## src/rtl/serial_adder_subtractor_4.sv

```systemverilog
// Bit-serial adder/subtractor. It takes one operand bit per clock, LSB first,
// through a single full adder and one carry flop. Its result matches the
// parallel ripple-carry adder/subtractor:
//   S = {carry_out, sum}, where subtract computes A + ~B + 1.
module serial_adder_subtractor_4 #(
  parameter int WIDTH = 4
) (
  input  logic             clk,
  input  logic             rst_n,
  input  logic             start,
  input  logic [WIDTH-1:0] A,
  input  logic [WIDTH-1:0] B,
  input  logic             CTRL,
  output logic             busy,
  output logic             done,
  output logic [WIDTH:0]   S
);

  localparam int CNT_W = $clog2(WIDTH);

  typedef enum logic [1:0] {
    ST_IDLE  = 2'd0,
    ST_SHIFT = 2'd1,
    ST_DONE  = 2'd2
  } state_t;

  state_t           r_state;
  logic [WIDTH-1:0] r_a;
  logic [WIDTH-1:0] r_b;
  logic [WIDTH-1:0] r_res;
  logic             r_ctrl;
  logic             r_carry;
  logic [CNT_W-1:0] r_cnt;

  logic             w_b_bit;
  logic             w_sum;
  logic             w_carry;
  logic             w_last;
  logic [WIDTH-1:0] w_res_next;

  // Full-adder slice on the current LSBs; B is inverted when subtracting.
  assign w_b_bit    = r_b[0] ^ r_ctrl;
  assign w_sum      = r_a[0] ^ w_b_bit ^ r_carry;
  assign w_carry    = (r_a[0] & w_b_bit) | (r_a[0] & r_carry) | (w_b_bit & r_carry);
  assign w_last     = (r_cnt == CNT_W'(WIDTH - 1));
  // The new sum bit enters at the MSB while older bits move toward the LSB.
  // After WIDTH shifts the register holds the whole sum in bit order.
  assign w_res_next = {w_sum, {(WIDTH-1){1'b0}}} | (r_res >> 1);

  // Control FSM with datapath shift registers and registered outputs.
  // NOTE: the reset branch is inside the clocked block, so the reset is
  // synchronous. All state uses non-blocking assignments, so every register
  // in this block sees the values from before the edge.
  always_ff @(posedge clk) begin
    if (!rst_n) begin
      r_state <= ST_IDLE;
      r_a     <= '0;
      r_b     <= '0;
      r_res   <= '0;
      r_ctrl  <= 1'b0;
      r_carry <= 1'b0;
      r_cnt   <= '0;
      busy    <= 1'b0;
      done    <= 1'b0;
      S       <= '0;
    end else begin
      case (r_state)
        ST_IDLE: begin
          done <= 1'b0;
          if (start) begin
            r_a     <= A;
            r_b     <= B;
            r_ctrl  <= CTRL;
            r_carry <= CTRL;           // the +1 of two's-complement subtract
            r_res   <= '0;
            r_cnt   <= '0;
            busy    <= 1'b1;
            r_state <= ST_SHIFT;
          end
        end

        ST_SHIFT: begin
          r_a     <= r_a >> 1;
          r_b     <= r_b >> 1;
          r_res   <= w_res_next;
          r_carry <= w_carry;
          if (w_last) begin
            S       <= {w_carry, w_res_next};
            r_cnt   <= '0;
            busy    <= 1'b0;
            done    <= 1'b1;
            r_state <= ST_DONE;
          end else begin
            r_cnt <= r_cnt + CNT_W'(1);
          end
        end

        ST_DONE: begin
          done    <= 1'b0;
          r_state <= ST_IDLE;
        end

        default: begin
          busy    <= 1'b0;
          done    <= 1'b0;
          r_state <= ST_IDLE;
        end
      endcase
    end
  end

endmodule

```

## config.mk

```make
export PLATFORM = sky130hd
export DESIGN_NAME = serial_adder_subtractor_4
export DESIGN_NICKNAME = d
export VERILOG_FILES = /design/src/rtl/serial_adder_subtractor_4.sv
export SDC_FILE = /design/constraint.sdc
export NUM_CORES = 1
export LEC_CHECK = 0
export ABC_CLOCK_PERIOD_IN_PS = 1540
export BUFFER_PORTS_ARGS = -buffer_cell sky130_fd_sc_hd__buf_2
export CAP_MARGIN = 20
export CORE_ASPECT_RATIO = 1.1
export CORE_MARGIN = 2
export CORE_UTILIZATION = 52
export CTS_BUF_LIST = sky130_fd_sc_hd__clkbuf_16
export DETAILED_ROUTE_END_ITERATION = 8
export GPL_TIMING_DRIVEN = 0
export PLACE_DENSITY = 0.79
export SKIP_LAST_GASP = 1
export SLEW_MARGIN = 10
export SYNTH_ARGS = -nofsm -noshare
export SYNTH_HDL_FRONTEND = slang
export SYNTH_SLANG_ARGS = --single-unit
```

## constraint.sdc

```tcl
create_clock -name clk -period 1.54 [get_ports clk]
set_input_delay 0.231 -clock clk [delete_from_list [all_inputs] [get_ports clk]]
set_output_delay 0.231 -clock clk [all_outputs]
set_load 0.03 [all_outputs]
```

==> impl_results.rst, run 1 <==
.. list-table::
   :header-rows: 1

   * - Metric
     - Value
   * - Post-DR vias/cell
     - around 5.7
   * - Clk_skew
     - between 2 and 2.5 ps
   * - Die Y-Extent
     - roughly 50 µm
   * - Leak
     - approximately 0.52 nW
   * - Post-placement setup slack
     - between 200 and 250 ps
   * - Clock period minus final worst setup slack
     - 1360 ps
   * - WS Path Type
     - reg -> reg
   * - Clock Root Buffer
     - sky130_fd_sc_hd__clkbuf_16
   * - Sequential-to-total area share from yosys stat
     - slightly below 50%
   * - Type of the most critical hold path
     - in -> reg
   * - Remaining global-route overflow
     - 0
   * - Instance area after placement
     - around 1100 µm²
   * - Max Transition Viols Final
     - 0
   * - Total DRC errors in the routed layout
     - 0
   * - Cell type with the highest aggregate area in the netlist
     - sky130_fd_sc_hd__dfxtp_1
   * - Cts repair resizes
     - 0
   * - P per Cell Area
     - 1140 nW/µm²
   * - Commonest non-fill, non-tap cells in the layout
     - sky130_fd_sc_hd__dfxtp_1, sky130_fd_sc_hd__buf_2, sky130_fd_sc_hd__nor2_1
   * - Weighted congestion reported at the end of routability-driven placement
     - ~0.75
   * - Net switching fraction of the power
     - a little over a fifth
   * - RSZ-0062 raised after global routing
     - no
   * - Number of port buffers
     - 18
   * - Routed vias
     - 806
   * - Worst slew margin relative to its limit
     - a little over three fifths
   * - Final instance area
     - roughly 1200 µm²
   * - Clock net sink count
     - 24
   * - Synthesis-to-finish area growth
     - 18.8%
   * - CTS tree
     - yes
   * - Estimated wirelength of the detail-placed design
     - between 1 and 1.5 mm
   * - Layout cell share with drive strength beyond 1
     - around 22%
   * - Number of antenna violations at the first check in global routing
     - 0
   * - Part of the total power dissipated in sequential elements
     - 49.5%
   * - Number of enable-type register cells in the synthesized netlist
     - 0
   * - Post-synth net total
     - 117
   * - Iteration-0 DRC count of the detailed router
     - 15
   * - FF+latch count, synth
     - 24
   * - Post-synthesis cell area
     - 997 µm²
   * - Number of detailed-route iterations in the first pass
     - 5
   * - Share of the cycle needed by the critical path after routing
     - between 80 and 90%
   * - Post-layout power
     - ~1.4 mW
   * - Reg clk slew, reported paths
     - about 60 ps
   * - Antenna diode count
     - 0
   * - Number of buffers inserted during clock tree synthesis
     - 3
   * - Final hold violation count
     - 0
   * - Signal arrival time at the worst endpoint
     - about 1500 ps
   * - Type of element launching the critical path
     - flop
   * - Starting utilization of the core area
     - 55.3%
   * - Highest clock frequency the design can meet
     - 736 MHz
   * - Sum of negative setup slack
     - 0 ps
   * - Comb power frac
     - 10.7%
   * - Crit path setup slack, layout
     - 181 ps
   * - Crit Path Max Fanout
     - 8
   * - Global-route wire length before repair
     - between 3 and 4 mm
   * - Worst Setup End Kind
     - flop
   * - Synth warn
     - 0
   * - Maximum number of pins on one net before global-route repair
     - 13
   * - Count of endpoints failing setup in the final report
     - 0
   * - Req. time, crit path
     - between 1500 and 2000 ps
   * - Standard-cell rows
     - 16
   * - Number of global-route vias before repair
     - 797
   * - Mean routed wirelength per cell
     - around 13 µm
   * - Core ar.
     - between 1500 and 2000 µm²
   * - Synth top area share
     - 48.2%
   * - Most frequently used flop master after synthesis
     - sky130_fd_sc_hd__dfxtp_1
   * - Max-capacitance violation count
     - 0
   * - Number of placed I/O pins
     - 19
   * - Cell-internal power
     - roughly 1.1 mW
   * - Total area of sequential cells
     - 480 µm²
   * - Total number of nets in the final design
     - 140
   * - Die Span X
     - ~46 µm
   * - CTS Hold Buffers Added
     - 0
   * - H-tree depth
     - 1
   * - Share of power burned in the clock network
     - between 30 and 40%
   * - Transition time of the tightest slew-check pin
     - 559 ps
   * - Max IR drop VDD
     - 0.709 mV
   * - Leading post-synthesis cells by cell area
     - sky130_fd_sc_hd__dfxtp_1, sky130_fd_sc_hd__nor2b_1, sky130_fd_sc_hd__o221ai_1
   * - Run status
     - complete, no violations
   * - Commonest non-fill, non-tap cell in the layout
     - sky130_fd_sc_hd__dfxtp_1
   * - Die area
     - between 2000 and 2500 µm²
   * - Post-route ant nets
     - 0
   * - Post-synth ARST share
     - 0%
   * - Clk Latency, worst-skew pair
     - approximately 250 ps
   * - Total net switching power
     - between 0.2 and 0.3 mW
   * - Total global routing track utilization
     - between 20% and 30%
   * - Number of different library cells in the post-synthesis netlist
     - 27
   * - Post-Syn Area per Cell
     - roughly 9.7 µm²
   * - Fillcell total
     - about 150
   * - Worst-case clock buffer depth
     - 2
   * - Syn Inst Count
     - 103
   * - Total routed wirelength
     - between 1.5 and 2 mm
   * - Multi-input gate area in the final layout
     - about 470 µm²
   * - Total setup buffers inserted after CTS
     - 0
[final timing paths]
kind                          from                   to  slack [ps]  cells past startpoint
max reg2reg  r_cnt[0]$_SDFFE_PN0P_    S[0]$_SDFFE_PN0P_         180                      5
min                           CTRL  r_ctrl$_SDFFE_PN0P_         260                      3
max          r_cnt[0]$_SDFFE_PN0P_    S[0]$_SDFFE_PN0P_         180                      5
min reg2reg    r_b[1]$_SDFFE_PN0P_  r_b[1]$_SDFFE_PN0P_         480                      2
[cell usage after synthesis (3+ instances only)]
| cell | n |
|---|---|
| sky130_fd_sc_hd__o221ai_1 | 7 |
| sky130_fd_sc_hd__mux2i_1 | 5 |
| sky130_fd_sc_hd__a22oi_1 | 4 |
| sky130_fd_sc_hd__dfxtp_1 | 24 |
| sky130_fd_sc_hd__nor2_1 | 14 |
| sky130_fd_sc_hd__o21ai_0 | 3 |
| sky130_fd_sc_hd__inv_1 | 4 |
| sky130_fd_sc_hd__nor2b_1 | 10 |
| sky130_fd_sc_hd__nand2_1 | 3 |
| sky130_fd_sc_hd__buf_2 | 4 |
| sky130_fd_sc_hd__a21boi_0 | 3 |
[through the flow]
step                      instances  hold slack (ps)  util (%)
after global placement          139              454      61.6
final                           142              263      65.8
after global routing            142              282      65.8
after CTS                       142              263      65.8
after detailed placement        139              464      61.6
after floorplan                 103              369         -
[cell type report]
| class | instances | share of cell area [%] |
|---|---|---|
| inverter | 4 | 1.27 |
| tap | 18 | 1.90 |
| sequential | 24 | 40.5 |
| multi-input combinational | 68 | 39.6 |
| timing repair buffer | 18 | 7.60 |
| buffer | 7 | 2.75 |
| clock buffer | 3 | 6.34 |
[flip-flops by register name, indices dropped and copies added (netlist names)]
register,cells
S,5
r_b,4
r_ctrl,1
r_state,2
r_res,3
r_cnt,2
done,1
r_carry,1
r_a,4
busy,1
[metal layers]
metal | up-vias | share of wire [%] | global-route usage, %
met2 | 18 | 50 | 33.3
met5 | - | 0 | 0
met4 | 0 | 3.1 | 12.4
met1 | 381 | 42 | 23.4
met3 | 6 | 4.5 | 3.30
li1 | 401 | - | -
[cells by family after synthesis]
logic type      after synthesis  synth area share [%]
compound gates               25                  19.3
xor+xnor                      1                 0.878
fa+ha+maj                     2                  3.26
buf+inv                      11                  4.77
flops                        24                  48.2
mux                           5                  5.02
simple gates                 35                  18.6
[critical path, stage by stage (launching register included)]
cell                      delay, ps
sky130_fd_sc_hd__dfxtp_1        350
sky130_fd_sc_hd__ha_1           230
sky130_fd_sc_hd__and3b_1        200
sky130_fd_sc_hd__buf_2          210
sky130_fd_sc_hd__mux2i_1        200
sky130_fd_sc_hd__nor2b_1         60
[power by group through the flow]
stage	Clock (mW)	Combinational (mW)	Sequential, mW
floorplan	0	0.0979	0.684
global placement	0	0.141	0.681
detailed placement	0	0.144	0.683
CTS	0.548	0.147	0.669
global route	0.577	0.163	0.673
finish	0.538	0.145	0.669
Note: power is estimated with default switching activity, not from simulation.
==> run 2, diff against run 1 <==
--- a/config.mk
+++ b/config.mk
@@ -14,7 +14,7 @@
 export CTS_BUF_LIST = sky130_fd_sc_hd__clkbuf_16
 export DETAILED_ROUTE_END_ITERATION = 8
 export GPL_TIMING_DRIVEN = 0
-export PLACE_DENSITY = 0.79
+export PLACE_DENSITY_LB_ADDON = 0.05
 export SKIP_LAST_GASP = 1
 export SLEW_MARGIN = 10
 export SYNTH_ARGS = -nofsm -noshare
==> run 2 against run 1 <==
Clock skew shrank 1.2 ps. Global-route usage shrank 2.3 points. Via count down 3.5%. Routed wire length fell by 5.0%. Sequential power barely moved. Clock power rose by 3%. Count of clock-buffer cells in the layout is the same. First-iteration DRC count decreased by 53%. Combinational power barely moved. Sequential cell count is the same. Sequential share of layout area down 0.13 points. Critical path type unchanged. Critical endpoint unchanged. Largest power group unchanged. Highest routed layer unchanged.
==> impl_results.rst, run 2 (synthesis results as in run 1) <==
.. list-table::
   :header-rows: 1

   * - Metric
     - Value
   * - Total instance count after detailed placement
     - 139 (unchanged)
   * - Total setup buffers inserted after CTS
     - 0 (unchanged)
   * - Total DRC errors in the routed layout
     - 0 (unchanged)
   * - CTS Hold Buffers Added
     - 0 (unchanged)
   * - RSZ-0062 raised after global routing
     - no
   * - Maximum number of pins on one net before global-route repair
     - 14 (+1)
   * - Signal arrival time at the worst endpoint
     - 1480 ps (-20 ps)
   * - Die area
     - 2280 µm² (unchanged)
   * - Clk Latency, worst-skew pair
     - 250 ps (about the same)
   * - H-tree depth
     - 1 (unchanged)
   * - Number of detailed-route iterations in the first pass
     - 4 (-1)
   * - P per Cell Area
     - 1150 nW/µm² (+0.59%)
   * - Leak
     - 0.523 nW (+0.30%)
   * - Count of endpoints failing setup in the final report
     - 0 (unchanged)
   * - Routed vias
     - 778 (-3.5%)
   * - Sum of negative setup slack
     - 0 ps (unchanged)
   * - Endpoint of the lowest-slack register-to-register path
     - S[0]$_SDFFE_PN0P_
   * - Number of port buffers
     - 18 (unchanged)
   * - Total area of sequential cells
     - 480 µm² (unchanged)
   * - Antenna diode count
     - 0 (unchanged)
   * - Total routed wirelength
     - 1.82 mm (-5.0%)
   * - Req. time, crit path
     - 1690 ps (about the same)
   * - Max IR drop VDD
     - 0.728 mV (+2.7%)
   * - Worst slew margin relative to its limit
     - 62.2% (-0.42 points)
   * - R2R Setup Slk
     - 200 ps (+20 ps)
   * - Share of the cycle needed by the critical path after routing
     - 86.8% (-1.4 points)
   * - Critical Path Slowest Stage Cell
     - sky130_fd_sc_hd__dfxtp_1
   * - Standard-cell rows
     - 16 (unchanged)
   * - Registers with the most flip-flops
     - S: 5 flops, r_a: 4 flops, r_b: 4 flops
   * - Number of global-route vias before repair
     - 670 (-16%)
   * - Number of antenna violations at the first check in global routing
     - 0 (unchanged)
   * - Depth of the worst register-to-register path
     - 5 (unchanged)
   * - Source of the worst register-to-register timing path
     - r_cnt[0]$_SDFFE_PN0P_
   * - Multi-input gate area in the final layout
     - 469 µm² (unchanged)
   * - Met2 routed WL
     - 905 µm (-5.1%)
   * - Worst-case clock buffer depth
     - 2 (unchanged)
   * - Clock period minus final worst setup slack
     - 1340 ps (-22.0 ps)
   * - Mean routed wirelength per cell
     - 12.7 µm (-5.6%)
   * - Top reg by flops
     - S
   * - Run status
     - complete, no violations
   * - Max Transition Viols Final
     - 0 (unchanged)
   * - Max-capacitance violation count
     - 0 (unchanged)
   * - Logic depth of the worst setup path including buffers
     - 5 (unchanged)
   * - Iteration-0 DRC count of the detailed router
     - 7 (-8)
   * - Max FFs per register
     - 5 (unchanged)
   * - Number of placed I/O pins
     - 19 (unchanged)
   * - Core utilization of the finished layout
     - 66.0% (+0.21 points)
   * - Post-route ant nets
     - 0 (unchanged)
   * - Post-DR vias/cell
     - 5.44 (-4.1%)
   * - Buf/Inv on CP
     - 1 (unchanged)
   * - Commonest non-fill, non-tap cell in the layout
     - sky130_fd_sc_hd__dfxtp_1
   * - Estimated wirelength of the detail-placed design
     - 1.30 mm (-3.8%)
   * - Global-route wire length before repair
     - 2.99 mm (-11%)
   * - Stage delay of the slowest cell on the critical path
     - 350 ps (about the same)
   * - Total global routing track utilization
     - 17.9% (-2.3 points)
   * - Core ar.
     - 1800 µm² (unchanged)
   * - Worst Setup End Kind
     - flop
   * - Critical-path cell list
     - ha_1 -> and3b_1 -> buf_2 -> mux2i_1 -> nor2b_1
   * - Top Family by Delay on Critical Path
     - flip-flops
   * - Minimum hold slack
     - 250 ps (-13.3 ps)
   * - Synthesis-to-finish area growth
     - 19.2%
   * - Count of non-filler cells in the finished layout
     - 143 (+0.70%)
   * - Met3 Routed Length
     - 46 µm (-47%)
   * - Clk_skew
     - 1.13 ps (-1.21 ps)
   * - Reg clk slew, reported paths
     - 60 ps (about the same)
   * - WS Path Type
     - reg -> reg
   * - Die Span X
     - 45.8 µm (unchanged)
   * - CTS tree
     - yes
   * - Final hold violation count
     - 0 (unchanged)
   * - Routed metal-1 wirelength
     - 859 µm (+5.8%)
   * - Cts repair resizes
     - 0 (unchanged)
   * - Number of buffers inserted during clock tree synthesis
     - 3 (unchanged)
   * - Fillcell total
     - 151 (+2.7%)
   * - Layout cell share with drive strength beyond 1
     - 21.6% (-0.17 points)
   * - Setup crit start
     - r_cnt[0]$_SDFFE_PN0P_
   * - Type of element launching the critical path
     - flop
   * - Highest metal layer used by the detailed router
     - met4
   * - Clock net sink count
     - 24 (unchanged)
   * - Highest clock frequency the design can meet
     - 748 MHz (+1.6%)
   * - Starting utilization of the core area
     - 55.3% (unchanged)
   * - Remaining global-route overflow
     - 0 (unchanged)
   * - Total number of nets in the final design
     - 140 (unchanged)
   * - Clock Root Buffer
     - sky130_fd_sc_hd__clkbuf_16
   * - Commonest non-fill, non-tap cells in the layout
     - sky130_fd_sc_hd__dfxtp_1, sky130_fd_sc_hd__buf_2, sky130_fd_sc_hd__nor2_1
   * - Die Y-Extent
     - 49.9 µm (unchanged)
   * - Crit Path Max Fanout
     - 8 (unchanged)
   * - Weighted congestion reported at the end of routability-driven placement
     - 0.696 (-7.1%)
   * - Type of the most critical hold path
     - in -> reg
   * - Transition time of the tightest slew-check pin
     - 566 ps (+6.24 ps)
   * - Capture point of the critical path
     - S[0]$_SDFFE_PN0P_
==> run 2: how the worst min path moves through the flow <==
| stage | start | slack (ps) | cells past startpoint | to |
|---|---|---|---|---|
| after detailed placement | r_a[2]$_SDFFE_PN0P_ | 470 | 2 | r_a[2]$_SDFFE_PN0P_ |
| final | A[3] | 250 | 3 | r_a[3]$_SDFFE_PN0P_ |
| after CTS | A[3] | 250 | 3 | r_a[3]$_SDFFE_PN0P_ |
| after floorplan | rst_n | 370 | 2 | r_a[0]$_SDFFE_PN0P_ |
| after global routing | B[3] | 260 | 3 | r_b[3]$_SDFFE_PN0P_ |
| after global placement | r_a[2]$_SDFFE_PN0P_ | 450 | 2 | r_a[2]$_SDFFE_PN0P_ |
==> run 2: area by class of cell <==
cell class / instances / share of cell area, %
flip-flops and latches: 24 / 40.4
multi-input cells: 68 / 39.5
repair buffers: 18 / 7.58
clock buffers: 3 / 6.32
plain buffers: 7 / 2.74
well taps: 18 / 1.89
inverters: 4 / 1.26
clock inverters: 1 / 0.316
==> run 2: report_power, final <==
group | total (mW) | internal, mW | switching (mW)
Sequential | 0.669 | 0.653 | 0.0168
Clock | 0.552 | 0.346 | 0.205
Combinational | 0.144 | 0.0662 | 0.0777
Total | 1.36 | 1.07 | 0.300
==> run 2: per-layer routing <==
metal | GRT usage [%] | vias to the layer above
met5 | 0 | -
met4 | 5.71 | 0
met3 | 3.30 | 2
met2 | 26.3 | 11
met1 | 26.0 | 362
li1 | - | 403
==> run 2: stage by stage <==
stage                     power, mW  area (µm²)  setup slack (ps)
after global routing           1.43        1190              82.0
after floorplan               0.782         997               320
after global placement        0.823        1110               243
final                          1.36        1190               203
after detailed placement      0.828        1110               219
after CTS                      1.37        1190               193
==> run 2: worst min-delay path: stages <==
cell and delay, ps:
sky130_fd_sc_hd__buf_2 90, sky130_fd_sc_hd__nand3b_1 60, sky130_fd_sc_hd__a21boi_0 70
